## src/rtl/arm_if_pkg.sv

```systemverilog
// Shared fetch/pre-decode definitions for arm_core.
// Halfword/instruction widths and the Thumb-2 32-bit prefix match.
package arm_if_pkg;

    localparam int HW_W   = 16;
    localparam int INST_W = 32;

    localparam logic [4:0] T32_PFX_0 = 5'b11101;
    localparam logic [4:0] T32_PFX_1 = 5'b11110;
    localparam logic [4:0] T32_PFX_2 = 5'b11111;

    function automatic logic is_thumb32(input logic [HW_W-1:0] hw);
        return (hw[15:11] == T32_PFX_0) ||
               (hw[15:11] == T32_PFX_1) ||
               (hw[15:11] == T32_PFX_2);
    endfunction

endpackage

```

## src/rtl/thumb_inst_align_if.sv

```systemverilog
// Fetch-to-predecode bundle: halfword stream in, aligned instructions out.
// slave = the aligner, master = memory/pre-decoder side.
interface thumb_inst_align_if #(
    parameter int ADDR_W = 32
);
    import arm_if_pkg::*;

    logic [HW_W-1:0]   hw_in;
    logic              hw_valid;
    logic              hw_ready;
    logic              flush;
    logic [ADDR_W-1:0] flush_addr;
    logic [INST_W-1:0] inst_out;
    logic              inst_is32;
    logic [ADDR_W-1:0] inst_addr;
    logic              inst_valid;
    logic              inst_ready;

    modport slave (
        input  hw_in, hw_valid, flush, flush_addr, inst_ready,
        output hw_ready, inst_out, inst_is32, inst_addr, inst_valid
    );

    modport master (
        output hw_in, hw_valid, flush, flush_addr, inst_ready,
        input  hw_ready, inst_out, inst_is32, inst_addr, inst_valid
    );

endinterface

```

## src/rtl/hw_fifo.sv

```systemverilog
// Small halfword FIFO with one- or two-entry pop and two-entry peek.
// Each entry holds {addr,hw}; clr empties it synchronously.
module hw_fifo #(
    parameter int DEPTH = 4,
    parameter int W     = 48
) (
    input  logic                   clk,
    input  logic                   rst_n,
    input  logic                   clr,
    input  logic                   push,
    input  logic [W-1:0]           wdata,
    input  logic                   pop1,
    input  logic                   pop2,
    output logic [W-1:0]           head0,
    output logic [W-1:0]           head1,
    output logic [$clog2(DEPTH):0] count
);

    localparam int PW = $clog2(DEPTH);
    localparam int CW = PW + 1;

    logic [W-1:0]  mem [DEPTH];
    logic [PW-1:0] wr_ptr;
    logic [PW-1:0] rd_ptr;
    logic [1:0]    pop_n;

    assign pop_n = pop2 ? 2'd2 : (pop1 ? 2'd1 : 2'd0);
    assign head0 = mem[rd_ptr];
    assign head1 = mem[rd_ptr + PW'(1)];

    // Pointers wrap naturally at DEPTH (power of two); count tracks push-pop.
    always_ff @(posedge clk or negedge rst_n) begin
        if (!rst_n) begin
            wr_ptr <= '0;
            rd_ptr <= '0;
            count  <= '0;
        end else if (clr) begin
            wr_ptr <= '0;
            rd_ptr <= '0;
            count  <= '0;
        end else begin
            if (push)
                wr_ptr <= wr_ptr + PW'(1);
            rd_ptr <= rd_ptr + PW'(pop_n);
            count  <= count + CW'(push) - CW'(pop_n);
        end
    end

    // Entry storage.
    always_ff @(posedge clk or negedge rst_n) begin
        if (!rst_n) begin
            for (int i = 0; i < DEPTH; i++)
                mem[i] <= '0;
        end else if (push) begin
            mem[wr_ptr] <= wdata;
        end
    end

endmodule

```

## src/rtl/thumb_inst_align.sv

```systemverilog
// Thumb/Thumb-2 fetch alignment stage feeding the pre-decoder.
// Optional THUMB_ALIGN_PERF_CNT_EN adds consumed 16/32-bit counters.
module thumb_inst_align
    import arm_if_pkg::*;
#(
    parameter int FIFO_DEPTH = 4,
    parameter int ADDR_W     = 32
) (
    input  logic               clk,
    input  logic               rst_n,
    thumb_inst_align_if.slave  bus
`ifdef THUMB_ALIGN_PERF_CNT_EN
    ,
    output logic [31:0]        perf_cnt16,
    output logic [31:0]        perf_cnt32
`endif
);

    localparam int CW = $clog2(FIFO_DEPTH) + 1;
    localparam int EW = ADDR_W + HW_W;
    localparam logic [CW-1:0] FULL = CW'(FIFO_DEPTH);
    localparam logic [CW-1:0] ONE  = CW'(1);
    localparam logic [CW-1:0] TWO  = CW'(2);

    logic              rdy_en;
    logic [ADDR_W-1:0] fetch_addr;
    logic [CW-1:0]     count;
    logic [EW-1:0]     head0;
    logic [EW-1:0]     head1;
    logic              push;
    logic              pop1;
    logic              pop2;
    logic              head_is32;
    logic              complete;
    logic              load;
    logic              consume;
    logic              unused_bits;

    logic [INST_W-1:0] inst_out_q;
    logic              inst_is32_q;
    logic [ADDR_W-1:0] inst_addr_q;
    logic              inst_valid_q;

    assign bus.hw_ready   = rdy_en && (count < FULL);
    assign bus.inst_out   = inst_out_q;
    assign bus.inst_is32  = inst_is32_q;
    assign bus.inst_addr  = inst_addr_q;
    assign bus.inst_valid = inst_valid_q;

    assign push      = bus.hw_valid && bus.hw_ready && !bus.flush;
    assign head_is32 = is_thumb32(head0[HW_W-1:0]);
    assign complete  = head_is32 ? (count >= TWO) : (count >= ONE);
    assign consume   = inst_valid_q && bus.inst_ready;
    assign load      = !bus.flush && (!inst_valid_q || bus.inst_ready) &&
                       complete;
    assign pop1      = load && !head_is32;
    assign pop2      = load && head_is32;

    assign unused_bits = ^{bus.flush_addr[0], head1[EW-1:HW_W]};

    hw_fifo #(
        .DEPTH (FIFO_DEPTH),
        .W     (EW)
    ) u_fifo (
        .clk   (clk),
        .rst_n (rst_n),
        .clr   (bus.flush),
        .push  (push),
        .wdata ({fetch_addr, bus.hw_in}),
        .pop1  (pop1),
        .pop2  (pop2),
        .head0 (head0),
        .head1 (head1),
        .count (count)
    );

    // Hold off hw_ready until the first edge after reset release.
    always_ff @(posedge clk or negedge rst_n) begin
        if (!rst_n)
            rdy_en <= 1'b0;
        else
            rdy_en <= 1'b1;
    end

    // Fetch address: redirect on flush, else step one halfword per push.
    always_ff @(posedge clk or negedge rst_n) begin
        if (!rst_n)
            fetch_addr <= '0;
        else if (bus.flush)
            fetch_addr <= {bus.flush_addr[ADDR_W-1:1], 1'b0};
        else if (push)
            fetch_addr <= fetch_addr + ADDR_W'(2);
    end

    // Output register: flush kills, load refills, consume empties.
    always_ff @(posedge clk or negedge rst_n) begin
        if (!rst_n) begin
            inst_out_q   <= '0;
            inst_is32_q  <= 1'b0;
            inst_addr_q  <= '0;
            inst_valid_q <= 1'b0;
        end else if (bus.flush) begin
            inst_valid_q <= 1'b0;
        end else if (load) begin
            inst_valid_q <= 1'b1;
            inst_is32_q  <= head_is32;
            inst_addr_q  <= head0[EW-1:HW_W];
            inst_out_q   <= head_is32 ?
                            {head0[HW_W-1:0], head1[HW_W-1:0]} :
                            {head0[HW_W-1:0], {HW_W{1'b0}}};
        end else if (consume) begin
            inst_valid_q <= 1'b0;
        end
    end

`ifdef THUMB_ALIGN_PERF_CNT_EN
    // Count consumed instructions by size; flush does not clear them.
    always_ff @(posedge clk or negedge rst_n) begin
        if (!rst_n) begin
            perf_cnt16 <= '0;
            perf_cnt32 <= '0;
        end else if (consume) begin
            if (inst_is32_q)
                perf_cnt32 <= perf_cnt32 + 32'd1;
            else
                perf_cnt16 <= perf_cnt16 + 32'd1;
        end
    end
`endif

endmodule

```

## src/flat_wrapper.sv

```systemverilog
// flat-port wrapper written by rule: the top's interface ports become plain ports
module thumb_inst_align_flat import arm_if_pkg::*;
#(
    parameter int FIFO_DEPTH = 4,
    parameter int ADDR_W     = 32
)
  (clk, rst_n, bus_hw_in, bus_hw_valid, bus_flush, bus_flush_addr, bus_inst_ready, bus_hw_ready, bus_inst_out, bus_inst_is32, bus_inst_addr, bus_inst_valid);
  thumb_inst_align_if #(.ADDR_W(ADDR_W)) bus_i ();
  input  logic clk;
  input  logic rst_n;
  input wire logic [$bits(bus_i.hw_in)-1:0] bus_hw_in;
  input wire logic [$bits(bus_i.hw_valid)-1:0] bus_hw_valid;
  input wire logic [$bits(bus_i.flush)-1:0] bus_flush;
  input wire logic [$bits(bus_i.flush_addr)-1:0] bus_flush_addr;
  input wire logic [$bits(bus_i.inst_ready)-1:0] bus_inst_ready;
  output wire logic [$bits(bus_i.hw_ready)-1:0] bus_hw_ready;
  output wire logic [$bits(bus_i.inst_out)-1:0] bus_inst_out;
  output wire logic [$bits(bus_i.inst_is32)-1:0] bus_inst_is32;
  output wire logic [$bits(bus_i.inst_addr)-1:0] bus_inst_addr;
  output wire logic [$bits(bus_i.inst_valid)-1:0] bus_inst_valid;
  assign bus_i.hw_in = bus_hw_in;
  assign bus_i.hw_valid = bus_hw_valid;
  assign bus_i.flush = bus_flush;
  assign bus_i.flush_addr = bus_flush_addr;
  assign bus_i.inst_ready = bus_inst_ready;
  assign bus_hw_ready = bus_i.hw_ready;
  assign bus_inst_out = bus_i.inst_out;
  assign bus_inst_is32 = bus_i.inst_is32;
  assign bus_inst_addr = bus_i.inst_addr;
  assign bus_inst_valid = bus_i.inst_valid;
  thumb_inst_align #(.FIFO_DEPTH(FIFO_DEPTH), .ADDR_W(ADDR_W)) u_core (.clk(clk), .rst_n(rst_n), .bus(bus_i));
endmodule
```

## config.mk

```make
export PLATFORM = sky130hd
export DESIGN_NAME = thumb_inst_align_flat
export DESIGN_NICKNAME = d
export VERILOG_FILES = /design/src/rtl/arm_if_pkg.sv /design/src/rtl/thumb_inst_align_if.sv /design/src/rtl/hw_fifo.sv /design/src/rtl/thumb_inst_align.sv /design/src/flat_wrapper.sv
export SDC_FILE = /design/constraint.sdc
export NUM_CORES = 1
export LEC_CHECK = 0
export BUFFER_PORTS_ARGS = -buffer_cell sky130_fd_sc_hd__clkbuf_2
export CAP_MARGIN = 20
export CORE_UTILIZATION = 40
export DETAILED_ROUTE_END_ITERATION = 8
export PLACE_DENSITY = 0.59
export SLEW_MARGIN = 30
export SYNTH_ARGS = -nofsm -noshare
export SYNTH_HDL_FRONTEND = slang
export SYNTH_HIERARCHICAL = 1
export SYNTH_SLANG_ARGS = --single-unit
```

## constraint.sdc

```tcl
create_clock -name clk -period 4.3 [get_ports clk]
set_clock_uncertainty 0.1 [all_clocks]
set_input_delay 0.645 -clock clk [delete_from_list [all_inputs] [get_ports clk]]
set_output_delay 0.645 -clock clk [all_outputs]
set_load 0.005 [all_outputs]
```

==> impl_metrics.py, run 1 <==
metrics = {
    "drt": {
        "ant_nets": 0,
        "route.detailed.drc": 0,
        "wirelength_um": 28100,
        "vias_per_cell": 5.22,
        "num_vias": 7607,
        "drt_iter0_drc": 357,
        "routedWlPerCell_um": 19.3,
        "dr.pass1.iters": 4,
    },
    "yosys": {
        "synth_cells": 874,
        "syn-cell-area_mm2": 0.0135,
        "syn_area_per_cell_um2": 15.4,
        "ys_warn_count": 6,
    },
    "finish": {
        "num_antenna_cells": 0,
        "fin_nets": 1052,
        "final_layout_size_suffix_gt1_share_pct": 50.3,
        "area_growth_pct": 16.3,
        "stdcell_count": 1456,
        "fin_util_pct": 47.8,
    },
    "timing": {
        "holdWs_ns": 0.250,
        "setup_viol": 0,
        "max_freq_mhz": 276,
        "maxSlewViolCount": 0,
        "worst_pin_slew_ns": 0.869,
        "fin_crit_ns": 3.62,
        "slew_headroom_pct": 42.1,
        "finalHoldViolations": 0,
        "rsz0062_at_grt": "false",
        "finalSetupTns_ns": 0,
        "period_share_pct": 84.3,
    },
    "run": {
        "maxCapViolCount": 0,
    },
    "setup_path": {
        "r2r-end": "u_core/u_fifo/count[2]",
        "reg2regPathDepth": 13,
        "cpMaxStageDelayCell": "dfrtp_4",
        "max_stage_delay_ns": 0.58,
        "critPathLaunchType": "register",
        "cp_num_buf_inv": 2,
        "worstPathMaxFanout": 13,
        "critPathTopFamily": "adder cells",
        "endpoint_kind": "register",
        "critPathRequiredTime_ns": 4.56,
        "cp.depth": 13,
        "crit_path_cell_trace": "mux4_2 -> o2111ai_2 -> a21boi_1 -> or3_4 -> nor2b_1 -> nor2b_1 -> ha_1 -> inv_1 -> ha_1 -> inv_1 -> fa_1 -> xnor3_1 -> nor2_1",
        "arrival_ns": 3.89,
        "crit_path_end": "u_core/u_fifo/count[2]",
        "rrSetupSlack_ns": 0.68,
        "r2r-start": "u_core/u_fifo/rd_ptr[1]",
        "path_class": "register to register",
        "startpoint": "u_core/u_fifo/rd_ptr[1]",
    },
    "clock_tree": {
        "clk_latency_ns": 0.50,
        "post_cts_resized": 0,
        "cts_root_buffer": "clkbuf_16",
        "numClockSinks": 297,
        "cts_hold_buf": 1,
        "path_clk_slew_ns": 0.06,
        "cts_max_level": 2,
        "cts_buffers": 35,
        "clock_path_buffers": 3,
        "postCtsSetupRepairBufs": 0,
        "cts_tree": "done",
    },
    "floorplanning": {
        "std_cell_rows": 66,
        "die_h_um": 186,
        "ios": 120,
        "die_area_mm2": 0.0345,
        "core_mm2": 0.0329,
        "die_w_um": 186,
        "start_util_pct": 41.1,
    },
    "outcome": {
        "outcome": "complete, no violations",
    },
    "global_route": {
        "grt_antenna_before_repair": 1,
        "grt_overflow": 0,
        "grt_pass1_wl_um": 45700,
        "grt_max_degree": 136,
        "track_usage_pct": 17.2,
        "first_global_vias": 7968,
    },
    "pwr": {
        "p_comb_share_pct": 24.7,
        "p_switching_uw": 2440,
        "switching_share_pct": 26.6,
        "seq_power_share_pct": 41.8,
        "p_per_area_mw_per_mm2": 586,
        "p_leak_uw": 0.00736,
        "internal-power_uw": 6760,
        "p_clk_share_pct": 33.5,
        "irDropWorstVdd_mv": 0.284,
    },
    "worst_hold_path": {
        "min-delay-path-class": "input pin to register",
    },
    "placed_design": {
        "gp_congestion": 0.725,
        "placedCellCount": 1393,
        "io_buffers": 118,
        "dpl.hpwl_um": 16700,
    },
}
==> power by group through the flow <==
stage / registers [µW] / logic [µW] / clock network (µW)
2_1_floorplan: 3760 / 1740 / 0
3_3_place_gp: 3880 / 2290 / 0
3_5_place_dp: 3900 / 2320 / 0
4_1_cts: 3860 / 2330 / 3170
5_1_grt: 3950 / 2490 / 3290
6_report: 3850 / 2270 / 3080
==> routing by layer <==
| metal | track usage [%] | part of all wire (%) | wire [µm] | vias up |
|---|---|---|---|---|
| met5 | 0 | 0.046 | 13 | - |
| met2 | 27.3 | 47 | 13300 | 154 |
| met3 | 2.84 | 3.9 | 1100 | 43 |
| li1 | - | - | - | 3426 |
| met4 | 5.28 | 2.3 | 648 | 2 |
| met1 | 24.3 | 46 | 13000 | 3982 |
==> stage by stage <==
stage                     setup WS, ns  cell area [µm²]  power [µW]
after global placement           0.673            14500        6170
after detailed placement         0.654            14500        6230
after floorplan                  0.632            13500        5490
after global routing             0.393            15700        9730
after CTS                        0.632            15700        9360
final                            0.676            15700        9200
==> flip-flops by register name, indices dropped and copies added, names as in the netlist <==
name,flops
u_core/bus.inst_valid,1
u_core/bus.inst_out,32
u_core/u_fifo/rd_ptr,2
u_core/u_fifo/count,3
u_core/u_fifo/wr_ptr,2
u_core/bus.inst_is32,1
u_core/rdy_en,1
u_core/fetch_addr,31
u_core/bus.inst_addr,32
u_core/u_fifo/mem,192
==> how the worst min path moves through the flow <==
stage | from | end | cells past startpoint
2_1_floorplan | rst_n | u_core/bus.inst_addr[0] | 0
6_report | bus_flush_addr[15] | u_core/fetch_addr[15] | 3
5_1_grt | bus_flush_addr[22] | u_core/fetch_addr[22] | 3
4_1_cts | bus_flush_addr[15] | u_core/fetch_addr[15] | 3
3_5_place_dp | u_core/bus.inst_is32 | u_core/bus.inst_is32 | 1
3_3_place_gp | u_core/bus.inst_is32 | u_core/bus.inst_is32 | 1
==> worst reg2reg max path: cells and delay by family (launching register included) <==
family	cells	cell delay (ns)
buf+inv	2	0.10
flops	1	0.58
mux	1	0.57
simple gates	4	0.73
compound gates	2	0.45
xor+xnor	1	0.20
fa+ha+maj	3	0.75
==> area by class of cell <==
class | count | area, µm²
multi-input cells | 509 | 5660
inverters | 14 | 52.6
well taps | 442 | 553
repair buffers | 132 | 787
clock buffers | 50 | 1050
fillers | 2939 | 17200
flip-flops and latches | 297 | 7440
clock inverters | 12 | 163
==> placed cells by master (no fill, tap or decap), drive strengths merged, types with 2 or more instances in the layout <==
| cell type | n |
|---|---|
| o21ai | 29 |
| conb | 5 |
| ha | 9 |
| mux4 | 64 |
| buf | 14 |
| nor2b | 7 |
| nand3 | 7 |
| nor3 | 9 |
| clkinv | 7 |
| nor2 | 11 |
| and3 | 2 |
| dfrtp | 297 |
| xor2 | 5 |
| and4 | 4 |
| xnor2 | 26 |
| xnor3 | 2 |
| nand4 | 5 |
| mux2 | 242 |
| nand2 | 44 |
| and2 | 2 |
| inv | 14 |
| clkbuf | 167 |
| a22o | 16 |
| mux2i | 2 |
| nor4 | 9 |
| bufinv | 4 |
(Power assumes the default switching activity.)
==> run 2, diff against run 1 <==
- ABC_AREA: default -> 1
- PLACE_DENSITY: 0.59 -> 0.61
- clock period: 4.3 -> 2.9 ns (I/O delays scaled with it)
==> run 2 against run 1 <==
  * Routed wire length rose by 33%
  * Synthesized cell count grew 120%
  * Flip-flop and latch count did not move
  * Setup slack got worse by 0.54 ns
  * Design area grew 7.4%
  * First-iteration DRC count is 140% higher
  * Clock power up 36%
  * Critical path type unchanged
  * Largest cell class unchanged
==> impl_metrics.py, run 2 <==
metrics = {
    "drt": {
        "wirelength_um": 37400,
        "ant_nets": 0,
        "drt_iter0_drc": 862,
        "routedWlPerCell_um": 15.2,
        "route.detailed.drc": 0,
        "dr.pass1.iters": 6,
        "vias_per_cell": 5.01,
        "num_vias": 12300,
    },
    "global_route": {
        "grt_pass1_wl_um": 62200,
        "grt_antenna_before_repair": 0,
        "grt_overflow": 0,
        "grtUsageMet1_pct": 28.4,
        "grt_busiest_layer": "met2",
        "met2_usage_pct": 32.8,
        "first_global_vias": 11800,
        "use_met3_pct": 3.27,
        "grt_max_degree": 106,
        "track_usage_pct": 20.3,
    },
    "setup_path": {
        "crit_path_cell_trace": "inv_8 -> nand2_1 -> o211ai_1 -> nand2_1 -> nor2_2 -> nor2_4 -> inv_2 -> nand2_1 -> nand2_2 -> nand3_2 -> inv_2 -> nor2_4 -> ha_1 -> inv_1 -> ha_1 -> inv_1 -> fa_2 -> nor2_1",
        "max_stage_delay_ns": 0.51,
        "endpoint_kind": "register",
        "rrSetupSlack_ns": 0.14,
        "worstPathMaxFanout": 10,
        "cpMaxStageDelayCell": "fa_2",
        "r2r-end": "u_core/u_fifo/count[1]",
        "critPathRequiredTime_ns": 3.20,
        "arrival_ns": 3.06,
        "reg2regPathDepth": 18,
        "critPathLaunchType": "register",
        "r2r-start": "u_core/u_fifo/rd_ptr[0]",
        "cp_num_buf_inv": 5,
        "crit_top_cell": "nand2_1",
        "critPathTopFamily": "adder cells",
        "path_class": "register to register",
    },
    "finish": {
        "largest_reg_flops": 192,
        "layout_common_cells": "711 x nand2_1, 295 x dfrtp_1, 221 x o21ai_0",
        "layout_commonest_cell": "nand2_1",
        "largest_register": "u_core/u_fifo/mem",
        "final_layout_size_suffix_gt1_share_pct": 13.5,
        "fillers": 3603,
        "fin_nets": 2040,
        "final_area_mm2": 0.0169,
        "num_antenna_cells": 0,
        "area_growth_pct": 14.8,
        "fin_util_pct": 47.1,
    },
    "yosys": {
        "syn-num-nets": 1952,
        "syn_area_per_cell_um2": 7.78,
        "syn-cell-area_mm2": 0.0147,
        "ys_warn_count": 6,
        "synth_cells": 1889,
    },
    "placed_design": {
        "dpl_cell_area_mm2": 0.0157,
        "io_buffers": 118,
        "gp_congestion": 0.830,
        "dpl.hpwl_um": 24400,
    },
    "timing": {
        "rsz0062_at_grt": "true",
        "worst_pin_slew_ns": 0.971,
        "finalHoldViolations": 0,
        "slew_headroom_pct": 35.3,
        "fin_crit_ns": 2.76,
        "maxSlewViolCount": 0,
        "holdWs_ns": 0.0374,
        "setup_viol": 0,
        "max_freq_mhz": 362,
        "period_share_pct": 95.3,
    },
    "floorplanning": {
        "start_util_pct": 41.0,
        "die_area_mm2": 0.0375,
        "die_h_um": 194,
        "die_w_um": 194,
        "std_cell_rows": 69,
        "core_mm2": 0.0358,
        "ios": 120,
    },
    "pwr": {
        "p_leak_uw": 0.00872,
        "p_per_area_mw_per_mm2": 825,
        "irDropWorstVdd_mv": 0.445,
    },
    "clock_tree": {
        "path_clk_slew_ns": 0.06,
        "numClockSinks": 297,
        "cts_root_buffer": "clkbuf_16",
        "clk_latency_ns": 0.51,
        "cts_max_level": 2,
        "clock_path_buffers": 3,
        "cts_buffers": 34,
        "cts_tree": "done",
    },
    "outcome": {
        "outcome": "complete, no violations",
    },
    "worst_hold_path": {
        "min-delay-path-class": "input pin to register",
        "worstHoldStart": "bus_flush_addr[21]",
        "hold_path_depth": 3,
        "holdPathEnd": "u_core/fetch_addr[21]",
    },
    "run": {
        "maxCapViolCount": 0,
    },
}
run 2: what timing repair did:
action,4_1_cts,5_1_grt
buffers inserted,0,7
hold endpoints to repair,43,0
endpoints found under the setup margin,0,2
gates resized for setup,0,9
hold buffers,1,0
run 2: power breakdown:
part	total, µW	internal [µW]	leakage (µW)	switching (µW)
clock	4200	2510	0.000531	1680
sequential	5700	5090	0.00393	607
combinational	4020	1470	0.00426	2550
total	13900	9080	0.00872	4840
run 2: worst min-delay path, delay by kind of cell:
kind                   cells  cell delay, ns
buffers and inverters      1            0.07
and+or+nand+nor            2            0.10
run 2: through the flow:
step	worst slack (ns)	std cells	total power (µW)	TNS, ns
2_1_floorplan	-0.106	1889	8460	-0.168
3_3_place_gp	0.115	2392	9630	0
3_5_place_dp	0.0663	2392	9730	0
4_1_cts	0.0636	2453	14000	0
5_1_grt	-0.0732	2462	15000	-0.132
6_report	0.136	2462	13900	0
run 2: cell type report:
type / count / area (µm²) / area share (%)
clock buffers: 51 / 975 / 5.78
multi-input cells: 1283 / 5980 / 35.4
repair buffers: 163 / 1020 / 6.07
clock inverters: 9 / 120 / 0.712
flip-flops and latches: 297 / 7430 / 44.1
well taps: 461 / 577 / 3.42
repair inverters: 2 / 13.8 / 0.0816
inverters: 196 / 753 / 4.46
run 2: metal layers:
layer	vias to the layer above	wire length (µm)
met5	-	0
met4	0	682
met3	50	1830
met2	264	17200
met1	5829	17700
li1	6185	-
run 2: worst max path at each step:
stage | cells past startpoint | slack (ns) | startpoint | to
after floorplan | 21 | -0.11 | u_core/u_fifo/rd_ptr[0] | u_core/u_fifo/count[1]
after global placement | 19 | 0.11 | u_core/u_fifo/rd_ptr[0] | u_core/u_fifo/count[1]
after detailed placement | 17 | 0.07 | u_core/u_fifo/rd_ptr[1] | u_core/u_fifo/count[1]
after CTS | 17 | 0.06 | u_core/u_fifo/rd_ptr[1] | u_core/u_fifo/count[1]
after global routing | 18 | -0.07 | u_core/u_fifo/rd_ptr[0] | u_core/u_fifo/count[1]
final | 18 | 0.14 | u_core/u_fifo/rd_ptr[0] | u_core/u_fifo/count[1]
==> run 3, diff against run 2 <==
- clock period: 2.9 -> 2.3 ns (I/O delays scaled with it)
==> run 3 against run 2 <==
  * The run now ends with negative setup slack left
  * Maximum frequency grew 0.71%
  * Design area increased by 5.2%
  * Routed wire length is 3.8% higher
  * Critical path depth stayed put
  * Critical path type unchanged
  * Largest cell class unchanged
==> impl_metrics.py, run 3 (synthesized netlist as in run 2, its figures left out) <==
metrics = {
    "placed_design": {
        "io_buffers": 118,
        "gp_congestion": 0.856,
        "dpl.hpwl_um": 25000,
        "dpl_worst_slack_ns": -0.457,
    },
    "timing": {
        "fin_crit_ns": 2.74,
        "holdWs_ns": 0.0549,
        "setup_slack_ns": -0.445,
        "finalHoldViolations": 0,
        "period_share_pct": 119,
        "maxSlewViolCount": 0,
        "setup_viol": 63,
        "max_freq_mhz": 364,
        "rsz0062_at_grt": "true",
    },
    "finish": {
        "layout_common_cells": "709 x nand2_1, 295 x dfrtp_1, 221 x o21ai_0",
        "largest_reg_flops": 192,
        "register_area_mm2": 0.00743,
        "final_layout_size_suffix_gt1_share_pct": 16.4,
        "fin_nets": 2109,
        "num_antenna_cells": 0,
        "largest_register": "u_core/u_fifo/mem",
        "area_growth_pct": 20.8,
        "multi_input_area_mm2": 0.00605,
        "fillers": 3463,
        "layout_commonest_cell": "nand2_1",
    },
    "clock_tree": {
        "cts_tree": "done",
        "numClockSinks": 297,
        "cts_max_level": 2,
        "clk_latency_ns": 0.51,
        "cts_buffers": 35,
        "path_clk_slew_ns": 0.06,
        "clock_path_buffers": 3,
        "cts_root_buffer": "clkbuf_16",
    },
    "drt": {
        "dr.pass1.iters": 7,
        "num_vias": 12700,
        "route.detailed.drc": 0,
        "vias_per_cell": 5.02,
        "wirelength_um": 38800,
        "drt_iter0_drc": 810,
        "ant_nets": 0,
        "routedWlPerCell_um": 15.3,
    },
    "pwr": {
        "p_leak_uw": 0.00916,
        "p_per_area_mw_per_mm2": 1050,
        "irDropWorstVdd_mv": 0.502,
    },
    "floorplanning": {
        "die_area_mm2": 0.0375,
        "std_cell_rows": 69,
        "ios": 120,
        "core_mm2": 0.0358,
        "start_util_pct": 41.0,
        "die_h_um": 194,
        "die_w_um": 194,
    },
    "setup_path": {
        "critPathLaunchType": "register",
        "worstPathMaxFanout": 7,
        "endpoint_kind": "register",
        "arrival_ns": 3.05,
        "reg2regPathDepth": 18,
        "critPathRequiredTime_ns": 2.60,
        "path_class": "register to register",
    },
    "run": {
        "maxCapViolCount": 0,
    },
    "global_route": {
        "grt_antenna_before_repair": 0,
        "grt_pass1_wl_um": 64300,
        "track_usage_pct": 21.0,
        "grt_max_degree": 95,
        "grt_overflow": 0,
        "first_global_vias": 12300,
    },
    "worst_hold_path": {
        "hold_path_depth": 3,
        "min-delay-path-class": "input pin to register",
    },
    "outcome": {
        "outcome": "finished with violations",
        "violations": "negative setup slack",
    },
}
[run 3: layout make-up]
cell class	instances	share of cell area [%]
clock inverters	14	1.05
flip-flops and latches	297	41.9
clock buffers	49	5.68
well taps	461	3.25
multi-input cells	1283	34.1
repair inverters	3	0.106
inverters	196	4.22
repair buffers	230	9.70
[run 3: worst max-delay path: stages (launching register included)]
cell,delay [ns]
dfrtp_2,0.50
inv_4,0.08
nand2_1,0.08
o211ai_1,0.09
nand2_1,0.12
nand3_2,0.09
nor2_2,0.13
inv_2,0.05
nand2_2,0.07
nand2_4,0.06
nand3_2,0.12
inv_4,0.06
nor2_4,0.11
ha_4,0.21
inv_2,0.06
ha_4,0.12
inv_2,0.04
fa_2,0.51
nor2_1,0.04
[run 3: layer usage]
layer  vias up  GRT usage, %  wire (µm)
met1      6055          30.0      18600
met4         0          4.89        623
met2       276          34.1      17900
li1       6332             -          -
met3        42          2.68       1650
met5         -             0          0
[run 3: power by group]
| group | total [µW] | switching (µW) | internal [µW] |
|---|---|---|---|
| Clock | 5690 | 2170 | 3520 |
| Sequential | 7190 | 767 | 6420 |
| Combinational | 5720 | 3430 | 2290 |
| Total | 18600 | 6360 | 12200 |
[run 3: worst paths after layout]
path,endpoint,slack (ns),start
min in group asynchronous,u_core/bus.inst_out[10],0.26,rst_n
max reg2reg,u_core/u_fifo/count[1],-0.44,u_core/u_fifo/rd_ptr[0]
min,u_core/u_fifo/mem[62],0.05,bus_hw_in[14]
max,u_core/u_fifo/count[1],-0.44,u_core/u_fifo/rd_ptr[0]
max in group asynchronous,u_core/bus.inst_addr[15],1.09,rst_n
min reg2reg,u_core/bus.inst_addr[31],0.37,u_core/bus.inst_addr[31]
[run 3: timing repair]
action                                  in CTS  in global routing
gates cloned                                 4                  0
endpoints found under the setup margin      68                 71
resized for setup                           23                 10
pin swaps                                   11                 11
setup buffers                               34                  3
hold buffers                                24                  0
hold endpoints to repair                    72                  0
[run 3: stage by stage]
step,util [%],power [µW],cells,setup TNS [ns],instance area [µm²]
after CTS,49.4,18700,2533,-6.45,17700
after global placement,44.7,12400,2422,-6.95,16000
after global routing,49.5,19900,2533,-17.54,17700
after floorplan,-,10700,1889,-1.78,14800
after detailed placement,44.7,12500,2422,-10.36,16000
final,49.5,18600,2533,-5.30,17700
